--- config.mk ---
export PLATFORM = sky130hd
export DESIGN_NAME = msp_v2_handler
export DESIGN_NICKNAME = d
export VERILOG_FILES = /design/src/rtl/msp_v2_handler.sv
export SDC_FILE = /design/constraint.sdc
export NUM_CORES = 1
export LEC_CHECK = 0
export CAP_MARGIN = 5
export CELL_PAD_IN_SITES_DETAIL_PLACEMENT = 0
export CELL_PAD_IN_SITES_GLOBAL_PLACEMENT = 1
export CORE_ASPECT_RATIO = 0.6
export CORE_UTILIZATION = 44
export DETAILED_ROUTE_END_ITERATION = 8
export PLACE_DENSITY = 0.87
export SLEW_MARGIN = 20
export SYNTH_ARGS = -nofsm -noshare
export SYNTH_HDL_FRONTEND = slang
export SYNTH_SLANG_ARGS = --single-unit
--- constraint.sdc ---
create_clock -name i_clk -period 12.9 [get_ports i_clk]
set_input_delay 1.29 -clock i_clk [delete_from_list [all_inputs] [get_ports i_clk]]
set_output_delay 1.29 -clock i_clk [all_outputs]
set_load 0.01 [all_outputs]
--- src/rtl/msp_v2_handler.sv ---
// MSP v1/v2 request parser and reply generator between a PC UART byte stream and FC status.
// Replies are built on the fly from a byte mux; no frame buffer is kept.
module msp_v2_handler #(
  parameter int unsigned CLK_FREQ_HZ = 72_000_000,
  parameter int unsigned MAX_PAYLOAD = 64,
  parameter int unsigned TIMEOUT_MS  = 10,
  parameter bit          ENABLE_V2   = 1'b1
) (
  input  logic        i_clk,
  input  logic        i_rst,
  input  logic [7:0]  i_pc_rx_data,
  input  logic        i_pc_rx_valid,
  output logic [7:0]  o_pc_tx_data,
  output logic        o_pc_tx_valid,
  input  logic        i_pc_tx_ready,
  output logic        o_active,
  input  logic [7:0]  i_fc_version_major,
  input  logic [7:0]  i_fc_version_minor,
  input  logic [7:0]  i_fc_version_patch,
  input  logic [31:0] i_api_version,
  input  logic [31:0] i_fc_variant,
  output logic        o_passthrough_req,
  output logic [7:0]  o_passthrough_arg,
  output logic [15:0] o_frame_err_count
);

  localparam int unsigned ToCyc  = CLK_FREQ_HZ / 1000 * TIMEOUT_MS;
  localparam int unsigned ToW    = (ToCyc > 2) ? $clog2(ToCyc) : 1;
  localparam logic [ToW-1:0] ToLast = ToW'(ToCyc - 1);
  localparam logic [15:0] MaxLen = 16'(MAX_PAYLOAD);

  typedef enum logic [3:0] {
    StIdle, StHdr, StDir, StV1Len, StV1Cmd, StV2Flag, StV2Cmd0, StV2Cmd1,
    StV2Len0, StV2Len1, StPayload, StCheck, StResp, StTx
  } state_e;

  function automatic logic [7:0] crc8_d5(input logic [7:0] crc, input logic [7:0] data);
    logic [7:0] c;
    c = crc ^ data;
    for (int i = 0; i < 8; i++) begin
      c = c[7] ? ({c[6:0], 1'b0} ^ 8'hD5) : {c[6:0], 1'b0};
    end
    return c;
  endfunction

  state_e         r_state, w_state_next;
  logic           r_v2;
  logic [15:0]    r_cmd;
  logic [7:0]     r_rx_len, r_rx_cnt, r_rx_ck, r_rx_b0;
  logic [ToW-1:0] r_to_cnt;
  logic [7:0]     r_tx_data, r_tx_idx, r_tx_ck;
  logic           r_tx_valid, r_active, r_pt_req;
  logic [7:0]     r_pt_arg;
  logic [15:0]    r_err_cnt;

  logic       w_err, w_to_active, w_timeout, w_known, w_in_ck, w_tx_done, w_tx_fire;
  logic [7:0] w_rx_fold, w_tx_fold, w_plen, w_rlen, w_dir, w_hdr_len, w_ck_idx;
  logic [7:0] w_pay_idx, w_pay_byte, w_frame_byte;
  logic       w_unused;

  assign w_unused = ^i_api_version[31:16];

  assign w_to_active = !(r_state inside {StIdle, StResp, StTx});
  assign w_timeout   = w_to_active && !i_pc_rx_valid && (r_to_cnt == ToLast);
  assign w_rx_fold   = r_v2 ? crc8_d5(r_rx_ck, i_pc_rx_data) : (r_rx_ck ^ i_pc_rx_data);

  // Reply shape: known commands carry a payload, unknown ones get an empty '!' frame.
  always_comb begin
    w_known = 1'b1;
    w_plen  = 8'd0;
    if (r_cmd[15:8] != 8'h00) begin
      w_known = 1'b0;
    end else begin
      case (r_cmd[7:0])
        8'd1:    w_plen = 8'd3;
        8'd2:    w_plen = 8'd4;
        8'd3:    w_plen = 8'd3;
        8'd100:  w_plen = 8'd7;
        8'd101:  w_plen = 8'd10;
        8'd245:  w_plen = 8'd1;
        default: w_known = 1'b0;
      endcase
    end
  end

  assign w_rlen    = w_known ? w_plen : 8'd0;
  assign w_dir     = w_known ? 8'h3E : 8'h21;
  assign w_hdr_len = r_v2 ? 8'd8 : 8'd5;
  assign w_ck_idx  = w_hdr_len + w_rlen;
  assign w_pay_idx = r_tx_idx - w_hdr_len;
  assign w_tx_fire = (r_state == StTx) && r_tx_valid && i_pc_tx_ready;
  assign w_tx_done = (r_tx_idx == w_ck_idx + 8'd1);

  always_comb begin
    w_pay_byte = 8'h00;
    case (r_cmd[7:0])
      8'd1: begin
        case (w_pay_idx[1:0])
          2'd0:    w_pay_byte = 8'h01;
          2'd1:    w_pay_byte = i_api_version[7:0];
          2'd2:    w_pay_byte = i_api_version[15:8];
          default: w_pay_byte = 8'h00;
        endcase
      end
      8'd2: begin
        case (w_pay_idx[1:0])
          2'd0:    w_pay_byte = i_fc_variant[7:0];
          2'd1:    w_pay_byte = i_fc_variant[15:8];
          2'd2:    w_pay_byte = i_fc_variant[23:16];
          default: w_pay_byte = i_fc_variant[31:24];
        endcase
      end
      8'd3: begin
        case (w_pay_idx[1:0])
          2'd0:    w_pay_byte = i_fc_version_major;
          2'd1:    w_pay_byte = i_fc_version_minor;
          2'd2:    w_pay_byte = i_fc_version_patch;
          default: w_pay_byte = 8'h00;
        endcase
      end
      8'd100:  w_pay_byte = (w_pay_idx == 8'd0) ? 8'h01 : 8'h00;
      8'd245:  w_pay_byte = r_pt_arg;
      default: w_pay_byte = 8'h00;
    endcase
  end

  // Byte at r_tx_idx of the reply frame; checksum covers everything after the direction byte.
  always_comb begin
    w_frame_byte = w_pay_byte;
    w_in_ck      = (r_tx_idx >= 8'd3);
    if (r_tx_idx == w_ck_idx) begin
      w_frame_byte = r_tx_ck;
      w_in_ck      = 1'b0;
    end else if (r_v2) begin
      case (r_tx_idx)
        8'd0:    w_frame_byte = 8'h24;
        8'd1:    w_frame_byte = 8'h58;
        8'd2:    w_frame_byte = w_dir;
        8'd3:    w_frame_byte = 8'h00;
        8'd4:    w_frame_byte = r_cmd[7:0];
        8'd5:    w_frame_byte = r_cmd[15:8];
        8'd6:    w_frame_byte = w_rlen;
        8'd7:    w_frame_byte = 8'h00;
        default: w_frame_byte = w_pay_byte;
      endcase
    end else begin
      case (r_tx_idx)
        8'd0:    w_frame_byte = 8'h24;
        8'd1:    w_frame_byte = 8'h4D;
        8'd2:    w_frame_byte = w_dir;
        8'd3:    w_frame_byte = w_rlen;
        8'd4:    w_frame_byte = r_cmd[7:0];
        default: w_frame_byte = w_pay_byte;
      endcase
    end
  end

  assign w_tx_fold = r_v2 ? crc8_d5(r_tx_ck, w_frame_byte) : (r_tx_ck ^ w_frame_byte);

  always_comb begin
    w_state_next = r_state;
    w_err        = 1'b0;
    case (r_state)
      StIdle: if (i_pc_rx_valid && i_pc_rx_data == 8'h24) w_state_next = StHdr;
      StHdr: if (i_pc_rx_valid) begin
        if (i_pc_rx_data == 8'h4D || (ENABLE_V2 && i_pc_rx_data == 8'h58)) w_state_next = StDir;
        else w_state_next = StIdle;
      end
      StDir: if (i_pc_rx_valid) begin
        if (i_pc_rx_data == 8'h3C)      w_state_next = r_v2 ? StV2Flag : StV1Len;
        else if (i_pc_rx_data == 8'h24) w_state_next = StHdr;
        else                            w_state_next = StIdle;
      end
      StV1Len: if (i_pc_rx_valid) begin
        if ({8'h00, i_pc_rx_data} > MaxLen) begin
          w_state_next = StIdle;
          w_err        = 1'b1;
        end else begin
          w_state_next = StV1Cmd;
        end
      end
      StV1Cmd:  if (i_pc_rx_valid) w_state_next = (r_rx_len == 8'd0) ? StCheck : StPayload;
      StV2Flag: if (i_pc_rx_valid) w_state_next = StV2Cmd0;
      StV2Cmd0: if (i_pc_rx_valid) w_state_next = StV2Cmd1;
      StV2Cmd1: if (i_pc_rx_valid) w_state_next = StV2Len0;
      StV2Len0: if (i_pc_rx_valid) w_state_next = StV2Len1;
      StV2Len1: if (i_pc_rx_valid) begin
        if ({i_pc_rx_data, r_rx_len} > MaxLen) begin
          w_state_next = StIdle;
          w_err        = 1'b1;
        end else begin
          w_state_next = (r_rx_len == 8'd0) ? StCheck : StPayload;
        end
      end
      StPayload: if (i_pc_rx_valid && r_rx_cnt == r_rx_len - 8'd1) w_state_next = StCheck;
      StCheck: if (i_pc_rx_valid) begin
        if (i_pc_rx_data == r_rx_ck) begin
          w_state_next = StResp;
        end else begin
          w_state_next = StIdle;
          w_err        = 1'b1;
        end
      end
      StResp:  w_state_next = StTx;
      StTx:    if (w_tx_fire && w_tx_done) w_state_next = StIdle;
      default: w_state_next = StIdle;
    endcase
    if (w_timeout) w_state_next = StIdle;
  end

  always_ff @(posedge i_clk) begin
    if (i_rst) begin
      r_state    <= StIdle;
      r_v2       <= 1'b0;
      r_cmd      <= 16'h0000;
      r_rx_len   <= 8'h00;
      r_rx_cnt   <= 8'h00;
      r_rx_ck    <= 8'h00;
      r_rx_b0    <= 8'h00;
      r_to_cnt   <= '0;
      r_tx_data  <= 8'h00;
      r_tx_idx   <= 8'h00;
      r_tx_ck    <= 8'h00;
      r_tx_valid <= 1'b0;
      r_active   <= 1'b0;
      r_pt_req   <= 1'b0;
      r_pt_arg   <= 8'h00;
      r_err_cnt  <= 16'h0000;
    end else begin
      r_state  <= w_state_next;
      r_active <= (w_state_next != StIdle);
      r_pt_req <= 1'b0;
      r_to_cnt <= (!w_to_active || i_pc_rx_valid || w_timeout) ? '0 : r_to_cnt + ToW'(1);
      if (w_err && r_err_cnt != 16'hFFFF) r_err_cnt <= r_err_cnt + 16'd1;
      if (i_pc_rx_valid && w_to_active) begin
        case (r_state)
          StHdr: r_v2 <= (i_pc_rx_data == 8'h58);
          StDir: begin
            r_rx_ck  <= 8'h00;
            r_rx_cnt <= 8'h00;
          end
          StV1Len: begin
            r_rx_len <= i_pc_rx_data;
            r_rx_ck  <= w_rx_fold;
          end
          StV1Cmd: begin
            r_cmd   <= {8'h00, i_pc_rx_data};
            r_rx_ck <= w_rx_fold;
          end
          StV2Flag, StV2Len1: r_rx_ck <= w_rx_fold;
          StV2Cmd0: begin
            r_cmd[7:0] <= i_pc_rx_data;
            r_rx_ck    <= w_rx_fold;
          end
          StV2Cmd1: begin
            r_cmd[15:8] <= i_pc_rx_data;
            r_rx_ck     <= w_rx_fold;
          end
          StV2Len0: begin
            r_rx_len <= i_pc_rx_data;
            r_rx_ck  <= w_rx_fold;
          end
          StPayload: begin
            if (r_rx_cnt == 8'd0) r_rx_b0 <= i_pc_rx_data;
            r_rx_cnt <= r_rx_cnt + 8'd1;
            r_rx_ck  <= w_rx_fold;
          end
          StCheck: begin
            if (w_state_next == StResp && r_cmd == 16'd245) begin
              r_pt_arg <= (r_rx_len != 8'd0) ? r_rx_b0 : 8'hFF;
            end
          end
          default: ;
        endcase
      end
      if (r_state == StResp) begin
        r_tx_data  <= 8'h24;
        r_tx_valid <= 1'b1;
        r_tx_idx   <= 8'd1;
        r_tx_ck    <= 8'h00;
      end
      // Next byte loads on the accepting edge so transfers can run back-to-back.
      if (w_tx_fire) begin
        if (w_tx_done) begin
          r_tx_valid <= 1'b0;
          r_pt_req   <= (r_cmd == 16'd245);
        end else begin
          r_tx_data <= w_frame_byte;
          r_tx_idx  <= r_tx_idx + 8'd1;
          if (w_in_ck) r_tx_ck <= w_tx_fold;
        end
      end
    end
  end

  assign o_pc_tx_data      = r_tx_data;
  assign o_pc_tx_valid     = r_tx_valid;
  assign o_active          = r_active;
  assign o_passthrough_req = r_pt_req;
  assign o_passthrough_arg = r_pt_arg;
  assign o_frame_err_count = r_err_cnt;

endmodule

==> results.md <==
### Layout
- **post-synthesis to final-layout area growth** 22.4%
- **most common cell after layout, fill and taps aside** sky130_fd_sc_hd__nor2_1
- **commonest cells after routing, fill and taps aside** 143 x sky130_fd_sc_hd__nor2_1, 124 x sky130_fd_sc_hd__dfxtp_1, 117 x sky130_fd_sc_hd__clkdlybuf4s50_1
- **layout cells sized above 1** 7.19%
- **antenna diode count** 0
- **filler-free cell count of the finished design** 1,401
- **final net count** 1,263

### Power
- **worst IR drop on VDD** 0.0969 mV
- **Pleak** 3.68 nW
- **cell area power density** 88.6 mW/mm²

### Timing
- **final hold vios** 0
- **endpoints failing setup** 0
- **total negative slack** 0 ns
- **Final period util** 40.4%
- **max-slew violation total from the final report** 0
- **min cycle time layout** 5.21 ns
- **maximum achievable frequency** 192 MHz
- **worst slew pin tran** 1.10 ns
- **maximum clock skew at final layout** 0.00823 ns
- **final worst hold slack** 0.463 ns
- **Relative slew margins** 26.8%
- **RSZ-0062 raised after global routing** false

### Clock network
- **Worst-path clk slew** 0.06 ns
- **number of sinks on the clock net** 124
- **Clk Latency, worst-skew pair** 0.42 ns
- **count of cells resized by post-cts repair** 0
- **clock tree from TritonCTS** yes
- **hold-fix buffers at CTS** 0
- **Root Buffer Master** sky130_fd_sc_hd__clkbuf_16
- **deepest clock path buffer count** 2
- **Inserted Clock Buffers** 17
- **number of H-tree levels** 4
- **number of buffers inserted to repair setup after CTS** 0

### Placement
- **DP Wirelength** 18,600 µm
- **Inst Count DP** 1,370
- **total of buffers placed on input and output ports** 118
- **final estimated routing congestion in global placement** 0.925

### Floorplanning
- **Core Rows** 39
- **die span in y** 110 µm
- **Horiz. Die Dim** 182 µm
- **Initial Utilization** 45.0%
- **num ports** 135
- **die footprint** 0.0200 mm²
- **Std-Cell Core Area** 0.0190 mm²

### Yosys
- **synthesized netlist cell count** 1,057
- **fraction of synthesized cell area taken by the top area cell type** 29.0%
- **fraction of synthesized area in multiplexers** 6.91%
- **Synth Cell Area** 0.00856 mm²
- **xor/xnor share of the synthesized area** 13.0%
- **syn_area_per_cell** 8.10 µm²
- **area fraction in compound gates after synthesis** 18.5%
- **largest family of logic cells by synthesized area** simple AND/OR/NAND/NOR gates
- **most area-hungry cell type in the Yosys netlist** sky130_fd_sc_hd__dfxtp_1
- **adder and majority cell fraction of the synthesized area** 2.92%
- **Post-Syn Nets** 1,177
- **number of enable-type register cells in the synthesized netlist** 0
- **share of synthesized registers carrying an async set or reset** 0%
- **post-synthesis sequential area ratio** 29.0%
- **main flop type after synthesis** sky130_fd_sc_hd__dfxtp_1
- **synth warn** 0
- **Synth Area in Simple Gates** 25.7%
- **register bit total from synthesis** 124
- **cells taking the most area after synthesis** sky130_fd_sc_hd__dfxtp_1 29%, sky130_fd_sc_hd__nor2_1 6.3%, sky130_fd_sc_hd__xnor2_1 5.8%
- **number of distinct library cells after synthesis** 92

### GRT
- **GRT Total Usage** 25.5%
- **met2 track demand over resource in global routing** 33.1%
- **global-route congestion overflow total** 0
- **layer with the highest usage** met1
- **vias in the first global route** 7,135
- **wire length of the first global-routing pass** 39,500 µm
- **initial antenna violation count** 0
- **largest net degree at the start of global routing** 85
- **global routing met3 resource utilization** 7.33%
- **met1 global-route usage** 40.0%

### Routing
- **vias** 8,198
- **number of nets still failing antenna checks after routing** 0
- **DRC violation count after routing** 0
- **detailed-route wire length** 25,100 µm
- **number of design-rule violations left by the first detailed-router iteration** 772
- **router iterations before antenna repair** 5
- **DR vias/cell** 5.85
- **average routed wire per standard cell** 17.9 µm

### Worst setup path
- **end point of the critical path** r_tx_ck[5]
- **required time reported for the critical path endpoint** 13.26 ns
- **highest fanout seen on the critical path** 14
- **worst-case register-to-register setup slack** 7.69 ns
- **Worst R2R End** r_tx_ck[5]
- **type of the setup path with the least slack** flip-flop to flip-flop
- **type of element capturing the critical path** flip-flop
- **FF-to-FF Start** r_cmd[0]
- **Worst setup startpoint** r_cmd[0]
- **crit path DAT** 5.57 ns
- **type of origin of the critical path** flip-flop
- **R2R cell count** 13

### Run status
- **status** finished clean

### Min path
- **worst min-delay path category** flip-flop to flip-flop
- **Hold Crit Depth** 1

### Flow run
- **Maximum Capacitance Violations** 0

[layer usage]
layer	wire (µm)	part of all wire, %	up-vias
met4	207	0.82	0
met5	0	0	-
met3	2120	8.4	17
li1	-	-	4006
met2	9550	38	280
met1	13300	53	3895
[registers in the layout, indices dropped and copies added, names as in the netlist]
register           flops
r_rx_ck                8
o_frame_err_count     16
o_passthrough_req      1
r_state                4
r_to_cnt              20
r_rx_cnt               8
o_passthrough_arg      8
r_v2                   1
r_tx_ck                8
r_cmd                 16
o_pc_tx_valid          1
r_rx_len               8
r_rx_b0                8
o_pc_tx_data           8
o_active               1
r_tx_idx               8
[power breakdown]
part           internal [mW]  switching (mW)  total (mW)
sequential             0.383       0.0000319       0.383
clock                  0.307           0.174       0.480
combinational         0.0362          0.0286      0.0649
total                  0.726           0.202       0.929
[cells in the mapped netlist, types with 4 or more instances]
cell type	n
sky130_fd_sc_hd__nor2_1	143
sky130_fd_sc_hd__dfxtp_1	124
sky130_fd_sc_hd__nand2_1	86
sky130_fd_sc_hd__a21oi_1	58
sky130_fd_sc_hd__xnor2_1	57
sky130_fd_sc_hd__clkbuf_1	50
sky130_fd_sc_hd__nor3_1	49
sky130_fd_sc_hd__xor2_1	40
sky130_fd_sc_hd__o21ai_0	37
sky130_fd_sc_hd__mux2i_1	31
sky130_fd_sc_hd__nand3_1	27
sky130_fd_sc_hd__inv_1	24
sky130_fd_sc_hd__nand4_1	22
sky130_fd_sc_hd__nor2b_1	21
sky130_fd_sc_hd__a22oi_1	20
sky130_fd_sc_hd__ha_1	20
sky130_fd_sc_hd__and3_1	14
sky130_fd_sc_hd__a31oi_1	12
sky130_fd_sc_hd__nand2b_1	12
sky130_fd_sc_hd__or3_1	12
sky130_fd_sc_hd__nor4_1	11
sky130_fd_sc_hd__a211oi_1	10
sky130_fd_sc_hd__buf_2	9
sky130_fd_sc_hd__mux2_2	9
sky130_fd_sc_hd__nand3b_1	9
sky130_fd_sc_hd__a22o_1	8
sky130_fd_sc_hd__mux4_2	8
sky130_fd_sc_hd__o211ai_1	7
sky130_fd_sc_hd__a32oi_1	6
sky130_fd_sc_hd__o31ai_1	6
sky130_fd_sc_hd__and2_1	5
sky130_fd_sc_hd__nor3b_1	5
sky130_fd_sc_hd__nor4b_1	5
sky130_fd_sc_hd__o22ai_1	5
sky130_fd_sc_hd__xnor3_1	5
sky130_fd_sc_hd__a221oi_1	4
sky130_fd_sc_hd__o21a_1	4
sky130_fd_sc_hd__or4_1	4
[worst max-delay path, stage by stage, from the launching register on]
cell                       delay [ns]
sky130_fd_sc_hd__dfxtp_1         0.58
sky130_fd_sc_hd__nand2b_1        0.38
sky130_fd_sc_hd__nor3_2          0.67
sky130_fd_sc_hd__o31ai_1         0.21
sky130_fd_sc_hd__inv_1           0.09
sky130_fd_sc_hd__ha_1            0.16
sky130_fd_sc_hd__ha_1            0.24
sky130_fd_sc_hd__xor3_1          0.36
sky130_fd_sc_hd__or4_2           0.69
sky130_fd_sc_hd__nor3_2          0.20
sky130_fd_sc_hd__buf_4           0.28
sky130_fd_sc_hd__a31oi_1         0.10
sky130_fd_sc_hd__a21oi_1         0.89
sky130_fd_sc_hd__a22o_1          0.27
[through the flow]
stage,area [µm²],worst slack (ns),util (%),power [mW]
6_report,10500,7.69,55.1,0.929
5_1_grt,10500,7.39,55.1,0.965
4_1_cts,10500,7.87,55.0,0.937
3_5_place_dp,9880,7.88,51.9,0.455
3_3_place_gp,9880,7.89,51.9,0.454
2_1_floorplan,8560,8.77,-,0.424
[cells by family after synthesis]
kind of cell,count (synthesis)
AOI/OAI and AO/OA,225
and+or+nand+nor,445
muxes,48
DFF,124
xor gates and xnor gates,109
buffers and inverters,86
adders and majority gates,20
[worst min path at each step]
stage,start,to,slack (ns)
finish,r_to_cnt[0],r_to_cnt[0],0.46
global route,r_to_cnt[0],r_to_cnt[0],0.48
CTS,r_to_cnt[0],r_to_cnt[0],0.47
detailed placement,r_to_cnt[0],r_to_cnt[0],0.46
global placement,r_to_cnt[0],r_to_cnt[0],0.45
floorplan,r_to_cnt[0],r_to_cnt[0],0.43
[final cells by class]
type	count	area [µm²]
tap	246	308
clock buffer	20	447
fill	1773	8550
timing repair buffer	127	1240
multi-input combinational	847	5760
clock inverter	11	145
inverter	26	97.6
sequential	124	2480
No activity file was read; power rests on OpenSTA's default activity.
